File: src/rtl/bus_micro_sequencer_if.sv
// Control bundle between the microsequencer and the 4-bit shared-bus datapath.
interface bus_micro_sequencer_if #(
    parameter int unsigned DATA_W = 4
);
    // Instruction source / operator controls
    logic              single;
    logic              execute;
    logic              is_rom_done;
    logic [7:0]        opcode;

    // Datapath strobes
    logic [3:0]        reg_in;
    logic [3:0]        reg_out;
    logic [3:0]        reg_enable;
    logic [DATA_W-1:0] data_out;
    logic              data_ctrl;
    logic [1:0]        alu_ctrl;
    logic              rx_in_tri;
    logic              ry_in_tri;
    logic              rx_enable;
    logic              ry_enable;
    logic              alu_out;
    logic              store_in;
    logic              store_enable;

    // Status
    logic              done;
    logic              busy;
    logic              halted;

    // Sequencer side: consumes instructions, drives strobes
    modport master (
        input  single, execute, is_rom_done, opcode,
        output reg_in, reg_out, reg_enable, data_out, data_ctrl, alu_ctrl,
               rx_in_tri, ry_in_tri, rx_enable, ry_enable, alu_out,
               store_in, store_enable, done, busy, halted
    );

    // Datapath / environment side
    modport slave (
        output single, execute, is_rom_done, opcode,
        input  reg_in, reg_out, reg_enable, data_out, data_ctrl, alu_ctrl,
               rx_in_tri, ry_in_tri, rx_enable, ry_enable, alu_out,
               store_in, store_enable, done, busy, halted
    );
endinterface

File: src/rtl/bus_micro_sequencer.sv
// Microsequencer: decodes one 8-bit instruction into per-cycle bus strobes,
// guaranteeing a single bus driver per cycle, and pulses done on retire.
// Strobes are registered from the next-state decode so they line up with
// the state they belong to while coming straight out of flops.
module bus_micro_sequencer #(
    parameter int unsigned DATA_W      = 4,
    parameter int unsigned SYNC_STAGES = 2
) (
    input  logic                    clk,
    input  logic                    rst_n,
    bus_micro_sequencer_if.master   bus
);
    localparam int unsigned REG_N = 4;

    typedef enum logic [2:0] {
        S_IDLE = 3'd0,
        S_T1   = 3'd1,
        S_T2   = 3'd2,
        S_T3   = 3'd3,
        S_DONE = 3'd4
    } state_t;

    localparam logic [1:0] CLS_LOAD  = 2'b00;
    localparam logic [1:0] CLS_MOVE  = 2'b01;
    localparam logic [1:0] CLS_ALU   = 2'b10;
    localparam logic [1:0] CLS_STORE = 2'b11;

    state_t                  state, state_nx;
    logic [7:0]              ir, ir_nx;
    logic [SYNC_STAGES-1:0]  sync_q;
    logic                    exec_q;
    logic                    exec_rise;
    logic                    start;

    logic [REG_N-1:0]        d_hot, s_hot;
    logic [REG_N-1:0]        reg_in_nx, reg_out_nx, reg_enable_nx;
    logic [DATA_W-1:0]       data_out_nx;
    logic                    data_ctrl_nx;
    logic [1:0]              alu_ctrl_nx;
    logic                    rx_in_tri_nx, ry_in_tri_nx, rx_enable_nx, ry_enable_nx;
    logic                    alu_out_nx, store_in_nx, store_enable_nx;
    logic                    done_nx, busy_nx, halted_nx;

    // Button synchroniser plus one delay flop for rising-edge detection
    always_ff @(posedge clk or negedge rst_n) begin
        if (!rst_n) begin
            sync_q <= '0;
            exec_q <= 1'b0;
        end else begin
            sync_q <= {sync_q[SYNC_STAGES-2:0], bus.execute};
            exec_q <= sync_q[SYNC_STAGES-1];
        end
    end

    assign exec_rise = sync_q[SYNC_STAGES-1] & ~exec_q;

    // Next state and instruction latch; mode inputs only matter in IDLE
    always_comb begin
        state_nx = state;
        ir_nx    = ir;
        start    = 1'b0;
        unique case (state)
            S_IDLE: begin
                start = bus.single ? exec_rise : ~bus.is_rom_done;
                if (start) begin
                    ir_nx    = bus.opcode;
                    state_nx = S_T1;
                end
            end
            S_T1:    state_nx = (ir[7:6] == CLS_ALU) ? S_T2 : S_DONE;
            S_T2:    state_nx = S_T3;
            S_T3:    state_nx = S_DONE;
            S_DONE:  state_nx = S_IDLE;
            default: state_nx = S_IDLE;
        endcase
    end

    // Strobe decode for the upcoming state; IDLE and DONE leave everything low
    always_comb begin
        d_hot           = REG_N'(4'b0001 << ir_nx[5:4]);
        s_hot           = REG_N'(4'b0001 << ir_nx[3:2]);
        reg_in_nx       = '0;
        reg_out_nx      = '0;
        reg_enable_nx   = '0;
        data_out_nx     = '0;
        data_ctrl_nx    = 1'b0;
        alu_ctrl_nx     = 2'b00;
        rx_in_tri_nx    = 1'b0;
        ry_in_tri_nx    = 1'b0;
        rx_enable_nx    = 1'b0;
        ry_enable_nx    = 1'b0;
        alu_out_nx      = 1'b0;
        store_in_nx     = 1'b0;
        store_enable_nx = 1'b0;
        done_nx         = (state_nx == S_DONE);
        busy_nx         = (state_nx != S_IDLE);
        halted_nx       = (state_nx == S_IDLE) & ~bus.single & bus.is_rom_done;
        unique case (state_nx)
            S_T1: begin
                unique case (ir_nx[7:6])
                    CLS_LOAD: begin
                        data_ctrl_nx  = 1'b1;
                        data_out_nx   = DATA_W'(ir_nx[3:0]);
                        reg_in_nx     = d_hot;
                        reg_enable_nx = d_hot;
                    end
                    CLS_MOVE: begin
                        reg_out_nx    = s_hot;
                        reg_in_nx     = d_hot;
                        reg_enable_nx = d_hot;
                    end
                    CLS_ALU: begin
                        reg_out_nx   = d_hot;
                        rx_in_tri_nx = 1'b1;
                        rx_enable_nx = 1'b1;
                    end
                    CLS_STORE: begin
                        reg_out_nx      = d_hot;
                        store_in_nx     = 1'b1;
                        store_enable_nx = 1'b1;
                    end
                    default: ;
                endcase
            end
            S_T2: begin
                reg_out_nx   = s_hot;
                ry_in_tri_nx = 1'b1;
                ry_enable_nx = 1'b1;
            end
            S_T3: begin
                alu_out_nx    = 1'b1;
                alu_ctrl_nx   = ir_nx[1:0];
                reg_in_nx     = d_hot;
                reg_enable_nx = d_hot;
            end
            default: ;
        endcase
    end

    // State, instruction and registered strobes; reset drops strobes at once
    always_ff @(posedge clk or negedge rst_n) begin
        if (!rst_n) begin
            state            <= S_IDLE;
            ir               <= '0;
            bus.reg_in       <= '0;
            bus.reg_out      <= '0;
            bus.reg_enable   <= '0;
            bus.data_out     <= '0;
            bus.data_ctrl    <= 1'b0;
            bus.alu_ctrl     <= 2'b00;
            bus.rx_in_tri    <= 1'b0;
            bus.ry_in_tri    <= 1'b0;
            bus.rx_enable    <= 1'b0;
            bus.ry_enable    <= 1'b0;
            bus.alu_out      <= 1'b0;
            bus.store_in     <= 1'b0;
            bus.store_enable <= 1'b0;
            bus.done         <= 1'b0;
            bus.busy         <= 1'b0;
            bus.halted       <= 1'b0;
        end else begin
            state            <= state_nx;
            ir               <= ir_nx;
            bus.reg_in       <= reg_in_nx;
            bus.reg_out      <= reg_out_nx;
            bus.reg_enable   <= reg_enable_nx;
            bus.data_out     <= data_out_nx;
            bus.data_ctrl    <= data_ctrl_nx;
            bus.alu_ctrl     <= alu_ctrl_nx;
            bus.rx_in_tri    <= rx_in_tri_nx;
            bus.ry_in_tri    <= ry_in_tri_nx;
            bus.rx_enable    <= rx_enable_nx;
            bus.ry_enable    <= ry_enable_nx;
            bus.alu_out      <= alu_out_nx;
            bus.store_in     <= store_in_nx;
            bus.store_enable <= store_enable_nx;
            bus.done         <= done_nx;
            bus.busy         <= busy_nx;
            bus.halted       <= halted_nx;
        end
    end
endmodule
File: src/flat_wrapper.sv
// flat-port wrapper written by rule: the top's interface ports become plain ports
module bus_micro_sequencer_flat 
#(
    parameter int unsigned DATA_W      = 4,
    parameter int unsigned SYNC_STAGES = 2
)
  (clk, rst_n, bus_single, bus_execute, bus_is_rom_done, bus_opcode, bus_reg_in, bus_reg_out, bus_reg_enable, bus_data_out, bus_data_ctrl, bus_alu_ctrl, bus_rx_in_tri, bus_ry_in_tri, bus_rx_enable, bus_ry_enable, bus_alu_out, bus_store_in, bus_store_enable, bus_done, bus_busy, bus_halted);
  bus_micro_sequencer_if #(.DATA_W(DATA_W)) bus_i ();
  input  logic clk;
  input  logic rst_n;
  input wire logic [$bits(bus_i.single)-1:0] bus_single;
  input wire logic [$bits(bus_i.execute)-1:0] bus_execute;
  input wire logic [$bits(bus_i.is_rom_done)-1:0] bus_is_rom_done;
  input wire logic [$bits(bus_i.opcode)-1:0] bus_opcode;
  output wire logic [$bits(bus_i.reg_in)-1:0] bus_reg_in;
  output wire logic [$bits(bus_i.reg_out)-1:0] bus_reg_out;
  output wire logic [$bits(bus_i.reg_enable)-1:0] bus_reg_enable;
  output wire logic [$bits(bus_i.data_out)-1:0] bus_data_out;
  output wire logic [$bits(bus_i.data_ctrl)-1:0] bus_data_ctrl;
  output wire logic [$bits(bus_i.alu_ctrl)-1:0] bus_alu_ctrl;
  output wire logic [$bits(bus_i.rx_in_tri)-1:0] bus_rx_in_tri;
  output wire logic [$bits(bus_i.ry_in_tri)-1:0] bus_ry_in_tri;
  output wire logic [$bits(bus_i.rx_enable)-1:0] bus_rx_enable;
  output wire logic [$bits(bus_i.ry_enable)-1:0] bus_ry_enable;
  output wire logic [$bits(bus_i.alu_out)-1:0] bus_alu_out;
  output wire logic [$bits(bus_i.store_in)-1:0] bus_store_in;
  output wire logic [$bits(bus_i.store_enable)-1:0] bus_store_enable;
  output wire logic [$bits(bus_i.done)-1:0] bus_done;
  output wire logic [$bits(bus_i.busy)-1:0] bus_busy;
  output wire logic [$bits(bus_i.halted)-1:0] bus_halted;
  assign bus_i.single = bus_single;
  assign bus_i.execute = bus_execute;
  assign bus_i.is_rom_done = bus_is_rom_done;
  assign bus_i.opcode = bus_opcode;
  assign bus_reg_in = bus_i.reg_in;
  assign bus_reg_out = bus_i.reg_out;
  assign bus_reg_enable = bus_i.reg_enable;
  assign bus_data_out = bus_i.data_out;
  assign bus_data_ctrl = bus_i.data_ctrl;
  assign bus_alu_ctrl = bus_i.alu_ctrl;
  assign bus_rx_in_tri = bus_i.rx_in_tri;
  assign bus_ry_in_tri = bus_i.ry_in_tri;
  assign bus_rx_enable = bus_i.rx_enable;
  assign bus_ry_enable = bus_i.ry_enable;
  assign bus_alu_out = bus_i.alu_out;
  assign bus_store_in = bus_i.store_in;
  assign bus_store_enable = bus_i.store_enable;
  assign bus_done = bus_i.done;
  assign bus_busy = bus_i.busy;
  assign bus_halted = bus_i.halted;
  bus_micro_sequencer #(.DATA_W(DATA_W), .SYNC_STAGES(SYNC_STAGES)) u_core (.clk(clk), .rst_n(rst_n), .bus(bus_i));
endmodule
File: config.mk
export PLATFORM = sky130hd
export DESIGN_NAME = bus_micro_sequencer_flat
export DESIGN_NICKNAME = d
export VERILOG_FILES = /design/src/rtl/bus_micro_sequencer_if.sv /design/src/rtl/bus_micro_sequencer.sv /design/src/flat_wrapper.sv
export SDC_FILE = /design/constraint.sdc
export NUM_CORES = 1
export LEC_CHECK = 0
export ABC_AREA = 1
export CAP_MARGIN = 0
export CORE_MARGIN = 1.5
export CORE_UTILIZATION = 30
export CTS_CLUSTER_DIAMETER = 200
export DETAILED_ROUTE_END_ITERATION = 10
export GPL_TIMING_DRIVEN = 0
export PLACE_DENSITY = 0.54
export SLEW_MARGIN = 25
export SYNTH_ARGS = -nofsm -noshare
export SYNTH_HDL_FRONTEND = slang
export SYNTH_SLANG_ARGS = --single-unit
File: constraint.sdc
create_clock -name clk -period 1.66 [get_ports clk]
set_input_delay 0.249 -clock clk [delete_from_list [all_inputs] [get_ports clk]]
set_output_delay 0.249 -clock clk [all_outputs]
set_load 0.01 [all_outputs]
After elaboration in Yosys (flattened, before gate mapping)
Cells that the tools add are included.
- register bits after elaboration: 36
- input port bits: 13
- logic and storage cells: 62
- equal/unequal tests: 11
- shift-type cells: 2
- mux-type cells: 21
- bitwise operators: 6
- reductions and logical operators: 6
- operators with widths (kind ; number):
    $pmux W4 S2 ; 3
    $mux W8 ; 2
    $eq A3 B2 Y1 const B ; 4
    $mux W4 ; 3
    $pmux W3 S4 ; 1
    $mux W1 ; 9
    $shl A1 B2 Y4 const A ; 2
    $eq A2 B2 Y1 const B ; 3
    $eq A3 B1 Y1 const B ; 2
    $logic_not A3 Y1 ; 2
    $mux W3 ; 2
    $reduce_or A2 Y1 ; 2
    $and A1 B1 Y1 ; 3
    $eq A3 B3 Y1 const B ; 1
    $not A1 Y1 ; 3
    $reduce_bool A3 Y1 ; 1
    $eq A2 B1 Y1 const B ; 1
    $logic_not A2 Y1 ; 1
    $mux W2 ; 1

Depth between registers and ports, before layout
Gate-level depths: netlist of the first run.
- depth in word-level cells: 9
- depth in mapped cells: 9

Least setup slack after synthesis of the first run
No wires, ideal clock.
- kind: register to register
- start: register u_core.state[0]
- end: register u_core.bus.reg_out[2]
- arrival: 1.179 ns
- required time: 1.536 ns
- path slack: 0.357 ns
- cell stages (with the launch flop): 10
- buffers on the path: 1
- clock period less this slack: 1.303 ns
- cell sequence: dfrtp_1 -> inv_2 -> nand2_2 -> nor2_4 -> nand3_4 -> buf_6 -> nand2_1 -> nand2_1 -> nand3_1 -> nand3_1
- cells in the longest elaborated chain, start to end: 6
- RTL lines (item ; RTL line ; RTL):
    from (decl) ; bus_micro_sequencer.sv:28 ; state_t state, state_nx;
    from (signal assigned) ; bus_micro_sequencer.sv:162 ; state <= state_nx;
    $logic_not A3 Y1 ; bus_micro_sequencer.sv:62 ; unique case (state)
    $mux W8 ; bus_micro_sequencer.sv:62 ;
    $eq A2 B2 Y1 ; bus_micro_sequencer.sv:100 ; unique case (ir_nx[7:6])
    $reduce_or A2 Y1 (no source line) ; - ;
    $pmux W4 S2 ; bus_micro_sequencer.sv:100 ;
    $pmux W4 S2 * ; bus_micro_sequencer.sv:98 ; unique case (state_nx)
    named net u_core.reg_out_nx[2] ; bus_micro_sequencer.sv:36 ; logic [REG_N-1:0] reg_in_nx, reg_out_nx, reg_enable_nx;
    to (signal assigned) ; bus_micro_sequencer.sv:165 ; bus.reg_out <= reg_out_nx;
    to (decl) ; bus_micro_sequencer_if.sv:34 ; output reg_in, reg_out, reg_enable, data_out, data_ctrl, alu_ctrl,
The timed path passes the listed nets; every way through them passes the cells marked *.

Worst setup path in the final report of the first run
- start: register u_core.bus.reg_in[2]
- end: output port bus_reg_in[2]
- RTL lines (item ; RTL line ; RTL):
    from (decl) ; bus_micro_sequencer_if.sv:34 ;
    from (signal assigned) ; bus_micro_sequencer.sv:164 ; bus.reg_in <= reg_in_nx;
    to (decl) ; flat_wrapper.sv:15 ; output wire logic [$bits(bus_i.reg_in)-1:0] bus_reg_in;
No word-level cell between the ends.

==> results.yml, run 1 <==
power:
  p_leak_nw: 1.10
  p_sw_share_pct: 37.0
  p_clk_share_pct: 19.2
  p_per_area_mw_per_mm2: 1580
  p_sw_mw: 1.25
  internal-power_mw: 2.12
  vdd_drop_max_v: 0.000535
  p_comb_share_pct: 43.3
  p_seq_share_pct: 37.5
timing:
  min_period_ps: 1510
  rsz0062_at_grt: "false"
  drv_slew: 0
  hold_slack_ps: 349
  maxSlewHeadroom_pct: 68.9
  worstMarginPinSlew_ps: 464
  layout_worst_path_cycle_share_pct: 91.0
  hold_violations: 0
  finClkSkew_ps: 3.12
  fmaxAchievable_mhz: 662
  setup_violations: 0
global_route:
  grt_pass1_wl_mm: 5.00
  track_usage_pct: 13.1
  grt_antenna_before_repair: 0
  overflow: 0
  grt_max_degree: 24
  grt_pass1_vias: 1096
clocking:
  clock_latency_ps: 290
  clk_pin_slew_worst_paths_ps: 70
  numCtsBuffers: 5
  cts_tree: "yes"
  cts.sink_count: 36
  htreeDepth: 2
  root_buffer: "clkbuf_8"
  cts.path.max_buffers: 2
worst_setup_path:
  setup.worst_path.class: "flip-flop to output port"
  reg2reg_depth: 9
  cp-end-kind: "output port"
  crit_path_max_fanout: 2
  cp-start-kind: "flip-flop"
  crit_chain: "buf_4 > clkdlybuf4s50_1"
  slowest_delay_ps: 460
  worst_path_max_delay_cell: "clkdlybuf4s50_1"
  cp.arrival_ps: 1260
  crit_required_ps: 1410
worst_hold_path:
  hp-class: "flip-flop to flip-flop"
  hold-path-cell-count: 0
synth:
  synth_seq_cells: 36
  postSynthCellCount: 158
  synth_cell_types: 20
  synth_area_mm2: 0.00149
  ys_seq_area_share_pct: 60.3
  postSynthAreaPerCell_um2: 9.46
  synth.net_count: 171
  yosys_warnings: 0
status:
  status: "complete, no violations"
place:
  place_area_mm2: 0.00201
  io_buffers: 41
  routabilityCongestion: 0.771
  dpl.hpwl_mm: 2.19
  dpl.cell_count: 267
cells_and_area:
  nNetsFinal: 221
  drive_gt1_share_pct: 16.3
  stdcell_count: 276
  design_area_mm2: 0.00213
  num-fill-cells: 498
  multi_input_area_um2: 442
  postLayoutCoreUtil_pct: 44.7
  ff_latch_area_um2: 901
  num_antenna_cells: 0
  area_growth_pct: 42.4
routing:
  ant_nets: 0
  detail_route.drc_violations: 0
  drt-pass1-iter-count: 4
  drtIter0Drc: 47
  num_vias: 1128
  vias_per_cell: 4.09
  wirelength_mm: 2.97
  wl_per_cell_um: 10.8
floorplanning:
  rows: 25
  dieHeight_um: 73.6
  core_area_mm2: 0.00475
  start_util_pct: 31.4
  chipWidth_um: 73.6
  pin_count: 42
  dieArea_mm2: 0.00541
run:
  drv_cap: 0
[registers in the layout (all words and copies together) (netlist names)]
name / count
u_core.bus.reg_in: 4
u_core.bus.done: 1
u_core.bus.data_ctrl: 1
u_core.sync_q: 2
u_core.bus.reg_out: 4
u_core.state: 3
u_core.bus.store_in: 1
u_core.bus.rx_in_tri: 1
u_core.bus.busy: 1
u_core.bus.data_out: 4
u_core.ir: 8
u_core.bus.halted: 1
u_core.exec_q: 1
u_core.bus.ry_in_tri: 1
u_core.bus.alu_out: 1
u_core.bus.alu_ctrl: 2
[through the flow]
step           total power [mW]  worst slack, ps  TNS [ps]
4_1_cts                    3.37              104         0
2_1_floorplan              2.13              357         0
3_3_place_gp               2.69             -491    -18640
3_5_place_dp               2.72             -118      -951
5_1_grt                    3.63             44.2         0
6_report                   3.37              149         0
[cells in the mapped netlist]
master    count  area, µm²
inv_2         3       11.3
a21oi_1       3       15.0
or2_2         1       6.26
dfrtp_1      36        901
nand3_4       1       17.5
buf_4         7       52.6
nand2_2       5       31.3
nand3_2       1       10.0
nand4_1       1       6.26
inv_1        24       90.1
nor2_2        1       6.26
nor3_1        6       30.0
nor2_4        1       11.3
nor3_2        1       10.0
nand2_1      33        124
or2_1         1       6.26
nor2_1        7       26.3
buf_6         1       11.3
nand3b_1      1       7.51
nand3_1      24        120
[critical path: cells and delay by family, from the launching register on]
family   cells  cell delay (ps)
buf+inv      2              590
flops        1              380
[layout make-up]
type	count	share of cell area (%)
Sequential cell	36	42.4
Clock buffer	6	3.88
Buffer	8	3.00
Inverter	27	4.76
Multi-Input combinational cell	87	20.8
Timing Repair Buffer	43	20.8
Tap cell	67	3.94
Clock inverter	2	0.471
[routing by layer]
metal | wire length [µm] | part of all wire (%) | vias to the layer above | GRT usage (%)
met2 | 1390 | 47 | 30 | 20.9
met3 | 123 | 4.1 | 7 | 3.02
met1 | 1350 | 45 | 506 | 15.4
met4 | 106 | 3.6 | 0 | 9.26
met5 | 0 | 0 | - | 0
li1 | - | - | 585 | -
[power by group through the flow]
stage               Combinational, mW  Clock [mW]  Sequential (mW)
finish                           1.46       0.647             1.26
global route                     1.63       0.711             1.29
CTS                              1.46       0.667             1.25
detailed placement               1.45           0             1.27
global placement                 1.43           0             1.26
floorplan                       0.809           0             1.32
[cell usage in the layout, fill, tap and decap left out, drive strengths merged]
cell,Yosys,layout
nand2,38,38
clkinv,0,2
nand3,26,26
dlygate4sd3,0,1
a21oi,3,3
nor3,7,7
or2,2,2
nor2,9,9
inv,27,27
nand3b,1,1
nand4,1,1
clkdlybuf4s50,0,40
buf,8,10
dfrtp,36,36
clkbuf,0,6
[path summary, 6_finish.rpt]
path | start | endpoint | slack (ps)
min in group asynchronous | rst_n | u_core.bus.alu_ctrl[1] | 400
setup reg to reg | u_core.state[0] | u_core.bus.data_out[1] | 180
hold / removal | u_core.sync_q[0] | u_core.sync_q[1] | 350
max in group asynchronous | rst_n | u_core.state[0] | 830
hold reg to reg | u_core.sync_q[0] | u_core.sync_q[1] | 350
setup / recovery | u_core.bus.reg_in[2] | bus_reg_in[2] | 150
[logic make-up (layout without fill, tap and decap cells)]
logic type / after synthesis / in the layout / share of synthesized area, %
and+or+nand+nor: 84 / 84 / 27.6
buffers and inverters: 35 / 86 / 11.1
AOI/OAI and AO/OA: 3 / 3 / 1.00
DFF: 36 / 36 / 60.3
[what timing repair did]
item / CTS / global route
endpoints found under the hold margin: 13 / 0
hold buffers: 1 / 0
resized for setup: 0 / 3
endpoints found under the setup margin: 0 / 4
buffers inserted: 0 / 0
(Power assumes the default switching activity.)
==> inputs of run 2 (changes only) <==
ABC_AREA = default   (was 1)
ABC_CLOCK_PERIOD_IN_PS = 1660   (was default)
PLACE_DENSITY = default   (was 0.54)
==> run 2 against run 1 <==
Sequential cell count unchanged. Register-to-register slack worse by 120 ps. Largest power group is now sequential cells. Global-route usage shrank 0.60 points. Non-clock buffer count increased by 5. Synthesized cell count fell by 25%. Largest cell class unchanged. Power fell by 19%. Worst hold slack worse by 26 ps. Critical path depth is 3 higher.
==> results.yml, run 2 <==
routing:
  vias_per_cell: 4.65
  num_vias: 1051
  drtIter0Drc: 33
  detail_route.drc_violations: 0
  wirelength_mm: 2.83
  wl_per_cell_um: 12.5
  ant_nets: 0
  drt-pass1-iter-count: 4
worst_setup_path:
  setup.worst_path.class: "flip-flop to flip-flop"
  r2r_setup_slack_ps: 60
  startpoint: "u_core.state[2]"
  cp-end-kind: "flip-flop"
  cp-start-kind: "flip-flop"
  cp.arrival_ps: 1800
  r2r_start: "u_core.state[2]"
  crit_path_max_fanout: 4
  reg2reg_depth: 5
  reg2reg_to: "u_core.bus.reg_out[0]"
  crit_required_ps: 1860
floorplanning:
  dieArea_mm2: 0.00504
  dieHeight_um: 71.0
  rows: 24
  start_util_pct: 31.4
  pin_count: 42
  chipWidth_um: 71.0
  core_area_mm2: 0.00441
place:
  routabilityCongestion: 0.748
  dpl.hpwl_mm: 2.08
  io_buffers: 41
  dpl.cell_count: 212
synth:
  netlist_top_cells_count: "dfrtp_1 (36), nand2_1 (17), nor2_1 (11)"
  ys_seq_area_share_pct: 64.9
  synth_cell_types: 34
  synth.top_cell.area_share_pct: 64.9
  synth-edff-count: 0
  yosys_warnings: 0
  synth_area_mm2: 0.00139
  yosysMostFrequentCell: "dfrtp_1"
  postSynthCellCount: 118
  synth_seq_cells: 36
  synth_ff_type: "dfrtp_1"
  synth.net_count: 131
  post-synth-top-area-cell: "dfrtp_1"
  postSynthAreaPerCell_um2: 11.8
  synthTopCellsByArea: "dfrtp_1 (65%), nand2_1 (4.6%), buf_4 (3.8%)"
  synthArstFlopShare_pct: 100
cells_and_area:
  final_common_cell: "clkdlybuf4s50_1"
  num-fill-cells: 425
  stdcell_count: 226
  num_antenna_cells: 0
  largest-register: "u_core.ir"
  largest_reg_flops: 8
  layout_common_cells: "clkdlybuf4s50_1 (39), dfrtp_1 (34), nand2_1 (17)"
  drive_gt1_share_pct: 19.0
  area_growth_pct: 47.5
  nNetsFinal: 186
global_route:
  overflow: 0
  grt_pass1_vias: 1018
  grt_antenna_before_repair: 0
  track_usage_pct: 12.5
  grt_max_degree: 25
  grt_pass1_wl_mm: 4.79
worst_hold_path:
  hp-class: "input pin to flip-flop"
  hold_end: "u_core.bus.halted"
  hold-path-cell-count: 3
  worstHoldStart: "bus_single"
clocking:
  htreeDepth: 2
  numCtsBuffers: 5
  root_buffer: "clkbuf_8"
  clock_latency_ps: 280
  cts.sink_count: 36
  cts_tree: "yes"
  clk_pin_slew_worst_paths_ps: 70
  cts.path.max_buffers: 2
status:
  status: "complete, no violations"
power:
  p_per_area_mw_per_mm2: 1340
  vdd_drop_max_v: 0.000448
  p_leak_nw: 0.992
  finalPower_mw: 2.74
timing:
  hold_violations: 0
  fmaxAchievable_mhz: 625
  setup_violations: 0
  min_period_ps: 1600
  layout_worst_path_cycle_share_pct: 96.4
  finClkSkew_ps: 1.78
  hold_slack_ps: 323
  worstMarginPinSlew_ps: 571
  drv_slew: 0
  maxSlewHeadroom_pct: 61.7
  rsz0062_at_grt: "true"
run:
  drv_cap: 0
-- run 2: cell count changes in the layout (fill, tap and decap cells not counted), moves of 5 or more --
cell,before,now
and3_1,0,5
buf_4,7,12
inv_1,24,4
nand2_1,32,17
nand2_2,6,0
nand3_1,24,1
-- run 2: power breakdown --
group,internal (mW),switching (mW),total (mW)
sequential,1.09,0.126,1.22
clock,0.330,0.283,0.613
combinational,0.512,0.400,0.913
total,1.93,0.808,2.74
-- run 2: cell families after synthesis --
logic type / synth area share (%)
simple gates: 19.0
flops: 64.9
compound gates: 8.66
buf+inv: 5.95
mux: 1.44
-- run 2: critical path: stages, from the launching register on --
cell and delay [ps]:
dfrtp_2 440, buf_4 160, or4_1 480, a21oi_1 150
o22ai_1 120, o2bb2ai_1 170
-- run 2: area by class of cell --
cell class | instances | area (µm²) | area share, %
clock inverter | 2 | 10.0 | 0.489
multi-input combinational | 69 | 420 | 20.5
timing repair buffer | 48 | 483 | 23.6
clock buffer | 6 | 82.6 | 4.03
inverter | 5 | 18.8 | 0.917
sequential | 36 | 903 | 44.1
tap | 52 | 65.1 | 3.18
buffer | 8 | 63.8 | 3.12
-- run 2: layer usage --
metal / vias up / global-route usage, % / part of all wire, %
li1: 508 / - / -
met1: 497 / 16.6 / 46
met2: 42 / 18.6 / 46
met3: 4 / 2.85 / 5.5
met4: 0 / 7.55 / 2.3
met5: - / 0 / 0
-- run 2: worst max-delay path by stage --
| stage | end | slack (ps) | cells past startpoint |
|---|---|---|---|
| 6_report | u_core.bus.reg_out[0] | 60 | 5 |
| 5_1_grt | u_core.bus.reg_out[2] | -20 | 6 |
| 4_1_cts | u_core.bus.reg_out[3] | 10 | 5 |
| 3_5_place_dp | u_core.bus.reg_out[3] | -320 | 6 |
| 3_3_place_gp | u_core.bus.reg_in[1] | -390 | 1 |
| 2_1_floorplan | u_core.bus.reg_out[3] | 160 | 5 |
-- run 2: metrics by stage --
step | worst slack (ps) | TNS [ps] | utilization [%] | instance area (µm²)
after global routing | -23.5 | -38.3 | 46.4 | 2050
after detailed placement | -319 | -2420 | 42.7 | 1890
after floorplan | 163 | 0 | - | 1390
after CTS | 11.3 | 0 | 45.1 | 1990
final | 60.6 | 0 | 46.4 | 2050
after global placement | -387 | -15870 | 42.2 | 1860
-- run 2: what timing repair did --
action	4_1_cts	5_1_grt
buffers inserted	0	5
pin swaps	0	2
hold endpoints to repair	12	0
gates resized for setup	1	6
endpoints found under the setup margin	2	8
hold buffers	1	0
